`src/rtl/vending_machine.sv`:
```
// Single-product vending controller: price 3, accepts 1- and 2-rupee coins,
// pulses prod on a sale and change alongside it when 4 rupees were inserted.
module vending_machine (
  input  logic       clk,
  input  logic       rst,
  input  logic [1:0] coin,
  output logic       prod,
  output logic       change
);

  typedef enum logic [1:0] {
    S0 = 2'b00,
    S1 = 2'b01,
    S2 = 2'b10
  } state_t;

  state_t     r_state;
  state_t     w_next;
  logic       r_prod;
  logic       r_change;
  logic       w_prod;
  logic       w_change;
  logic [2:0] w_val;
  logic [2:0] w_credit;
  logic [2:0] w_sum;

  // Codes 00 and 01 both mean "no coin"; only bit 1 marks a real coin.
  always_comb begin
    w_val = 3'd0;
    if (coin[1]) w_val = coin[0] ? 3'd2 : 3'd1;
  end

  always_comb begin
    w_next   = S0;
    w_prod   = 1'b0;
    w_change = 1'b0;
    w_credit = 3'd0;
    w_sum    = 3'd0;
    case (r_state)
      S0, S1, S2: begin
        w_credit = {1'b0, r_state};
        w_sum    = w_credit + w_val;
        case (w_sum)
          3'd0:    w_next = S0;
          3'd1:    w_next = S1;
          3'd2:    w_next = S2;
          3'd3:    w_prod = 1'b1;
          3'd4: begin
            w_prod   = 1'b1;
            w_change = 1'b1;
          end
          default: w_next = S0;
        endcase
      end
      // Encoding 11 drops back to empty credit with no outputs.
      default: w_next = S0;
    endcase
  end

  always_ff @(posedge clk) begin
    if (rst) begin
      r_state  <= S0;
      r_prod   <= 1'b0;
      r_change <= 1'b0;
    end else begin
      r_state  <= w_next;
      r_prod   <= w_prod;
      r_change <= w_change;
    end
  end

  assign prod   = r_prod;
  assign change = r_change;

endmodule

```
`config.mk`:
```
export PLATFORM = sky130hd
export DESIGN_NAME = vending_machine
export DESIGN_NICKNAME = d
export VERILOG_FILES = /design/src/rtl/vending_machine.sv
export SDC_FILE = /design/constraint.sdc
export NUM_CORES = 1
export LEC_CHECK = 0
export BUFFER_PORTS_ARGS = -buffer_cell sky130_fd_sc_hd__buf_2
export CAP_MARGIN = 20
export CORE_AREA = 5 5 42 44
export DETAILED_ROUTE_END_ITERATION = 8
export DIE_AREA = 0 0 47 49
export PLACE_DENSITY = 0.32
export SLEW_MARGIN = 30
export SYNTH_ARGS = -nofsm -noshare
export SYNTH_HDL_FRONTEND = slang
export SYNTH_SLANG_ARGS = --single-unit
export TNS_END_PERCENT = 1
```
`constraint.sdc`:
```
create_clock -name clk -period 1.45 [get_ports clk]
set_clock_uncertainty 0.15 [all_clocks]
set_input_delay 0.0725 -clock clk [delete_from_list [all_inputs] [get_ports clk]]
set_output_delay 0.0725 -clock clk [all_outputs]
set_load 0.01 [all_outputs]
```
==> impl_metrics.py <==
metrics = {
    "synthesis": {
        "synth-edff-count": 0,
        "synth_cells": 17,
        "postSynthAreaPerCell_um2": 12.2,
        "yosys.area.top_type": "dfxtp_1",
        "ys.flop_type": "dfxtp_1",
        "synth_top_area_share_pct": 38.6,
        "yosys.cell_count.top_type": "dfxtp_1",
        "synth_seq_cells": 4,
        "yosysSeqAreaShare_pct": 38.6,
        "synth_common_cells": "4 x dfxtp_1, 3 x nor2_1, 2 x nand3b_1",
        "async_flop_share_pct": 0,
        "synthesis.nets": 22,
        "synth_area_leaders": "dfxtp_1 39%, nor4bb_4 12%, fa_1 9.6%",
        "ys_warn_count": 0,
        "mappedNetlistArea_um2": 208,
        "synth_cell_types": 11,
    },
    "drt": {
        "drtPass1Iterations": 1,
        "drt-initial-drc-count": 0,
        "avgRoutedWirePerCell_um": 8.23,
        "drc": 0,
        "ant_nets": 0,
        "routed_wl_um": 354,
        "via_per_inst": 3.42,
        "routed-via-count": 147,
    },
    "finish": {
        "final_layout_size_suffix_gt1_share_pct": 66.7,
        "stdcell_count": 43,
        "utilization_pct": 21.5,
        "fin_nets": 34,
        "area_delta_synth_final_pct": 45.2,
        "n_antenna_cell": 0,
    },
    "cts": {
        "cts_setup_buffers": 0,
        "cts_made_buffers": 3,
        "cts_hold_buf": 0,
        "root_buffer": "clkbuf_4",
        "cts_tree": "built",
        "cts_max_level": 1,
        "clk_pin_slew_ns": 0.04,
        "clk_path_buf_depth": 2,
        "insertion_delay_ns": 0.23,
        "clkSinkCount": 4,
    },
    "grt": {
        "grt_pass1_vias": 177,
        "overflow": 0,
        "grt_usage_pct": 4.59,
        "antenna_found_initial": 0,
        "grt_pass1_wl_um": 683,
        "grt_max_degree": 5,
    },
    "placement": {
        "numPortBuffers": 5,
        "pre_cts_slack_ns": -0.0527,
        "place_inst": 40,
        "gp_congestion": 0.617,
    },
    "pwr": {
        "p_sw_mw": 0.0739,
        "power_density_mw_per_mm2": 1070,
        "total_leakage_power_nw": 0.131,
        "p_seq_share_pct": 38.2,
        "p_comb_share_pct": 20.4,
        "netSwitchingFraction_pct": 23.0,
        "p_int_mw": 0.248,
        "pwr-share-clk_pct": 41.4,
        "p_total_mw": 0.322,
        "ir_worst_vdd_mv": 0.274,
    },
    "timing": {
        "period_needed_ns": 1.48,
        "period_share_pct": 102,
        "hold_violations": 0,
        "setup_viol": 1,
        "fin_ws_ns": -0.0253,
        "fmax_ghz": 0.678,
        "slew_viol_final": 0,
        "worst_pin_slew_ns": 0.244,
        "rsz0062_at_grt": "true",
        "relSlewSlack_pct": 83.7,
    },
    "floorplan": {
        "pin_count": 6,
        "start_util_pct": 14.8,
        "fp.dieArea_mm2": 0.00230,
        "fp.dieW_um": 47,
        "rows": 14,
        "die_h_um": 49,
        "coreArea_mm2": 0.00140,
    },
    "outcome": {
        "status": "finished, violations left",
        "violations": "negative setup slack",
    },
    "flow_run": {
        "max_cap_viol_count": 0,
    },
    "hold_path": {
        "hold_class": "input port to register",
        "hp-start": "rst",
        "min_to": "r_state[1]",
        "holdPathStages": 4,
    },
    "critical_path": {
        "timing.rr.end": "prod",
        "cp_max_fo": 3,
        "cp-start-kind": "register",
        "setup.worst_path.class": "register to register",
        "crit_required_ns": 1.46,
        "critical_path_arrival_ns": 1.48,
        "r2r_start": "r_state[0]",
        "crit_start": "r_state[0]",
        "r2r_cells": 5,
        "critPathCaptureType": "register",
        "rrSetupSlack_ns": -0.03,
    },
}
-- worst max-delay path: stages, from the launching register on --
cell,delay [ns]
dfxtp_2,0.32
inv_2,0.04
nor2_4,0.08
fa_2,0.48
nand3b_1,0.20
mux2i_1,0.14
-- power groups by stage --
stage	combinational [mW]	clock, mW	sequential (mW)
2_1_floorplan	0.0423	0	0.127
3_3_place_gp	0.0632	0	0.125
3_5_place_dp	0.0634	0	0.125
4_1_cts	0.0658	0.143	0.123
5_1_grt	0.0732	0.147	0.124
6_report	0.0656	0.133	0.123
-- cell families (layout without fill, tap and decap cells) --
family | count (synthesis) | in the layout | share of synthesized area, %
AO/OA/AOI/OAI | 1 | 1 | 2.41
buffers and inverters | 1 | 11 | 1.81
flip-flops | 4 | 4 | 38.6
multiplexers | 1 | 1 | 4.82
adder cells (fa/ha/maj) | 1 | 1 | 9.64
XOR/XNOR | 1 | 1 | 7.83
AND/OR/NAND/NOR | 8 | 8 | 34.9
-- per-stage QoR --
step / hold slack [ns] / area, um^2 / setup TNS, ns
floorplan: 0.134 / 211 / -0.0272
global placement: 0.258 / 272 / -0.0590
detailed placement: 0.262 / 272 / -0.0638
CTS: 0.0195 / 297 / -0.0327
global route: 0.0479 / 302 / -0.258
finish: 0.0203 / 302 / -0.0253
-- routing by layer --
| layer | up-vias | global-route usage, % | wire, um |
|---|---|---|---|
| met5 | - | 0 | 0 |
| met4 | 0 | 5.53 | 0 |
| met3 | 0 | 2.21 | 27 |
| met2 | 3 | 5.66 | 194 |
| met1 | 67 | 4.87 | 132 |
| li1 | 77 | - | - |
-- flip-flops by register name, summed over array words and instances, names as in the netlist --
name and count:
change 1, prod 1, r_state 2
-- cell type report --
| type | instances | area (um^2) |
|---|---|---|
| fillers | 169 | 1100 |
| multi-input cells | 12 | 134 |
| flip-flops and latches | 4 | 81.3 |
| repair buffers | 7 | 40.0 |
| clock buffers | 3 | 22.5 |
| well taps | 16 | 20.0 |
| inverters | 1 | 3.75 |
-- cell usage in the layout (no fill, tap or decap) --
| cell | n |
|---|---|
| mux2i_1 | 1 |
| nor4bb_4 | 1 |
| buf_4 | 2 |
| inv_2 | 1 |
| buf_2 | 5 |
| nor2_1 | 2 |
| nor2_4 | 1 |
| fa_2 | 1 |
| dfxtp_1 | 3 |
| nand3b_1 | 2 |
| clkbuf_4 | 3 |
| and2_2 | 1 |
| nand2b_4 | 1 |
| xnor2_2 | 1 |
| dfxtp_2 | 1 |
| a21oi_1 | 1 |
-- how the worst max path moves through the flow --
stage                      end  slack (ns)  cells after the start
after detailed placement  prod       -0.05                      5
after floorplan           prod       -0.02                      5
after global placement    prod       -0.05                      5
after CTS                 prod       -0.03                      5
after global routing      prod       -0.13                      5
final                     prod       -0.03                      5
-- repair_timing --
item / in CTS / in global routing
endpoints found under the setup margin: 3 / 4
endpoints found under the hold margin: 0 / 0
gates resized for setup: 1 / 1
pin swaps: 1 / 2
Power figures use the tool's default switching activity.
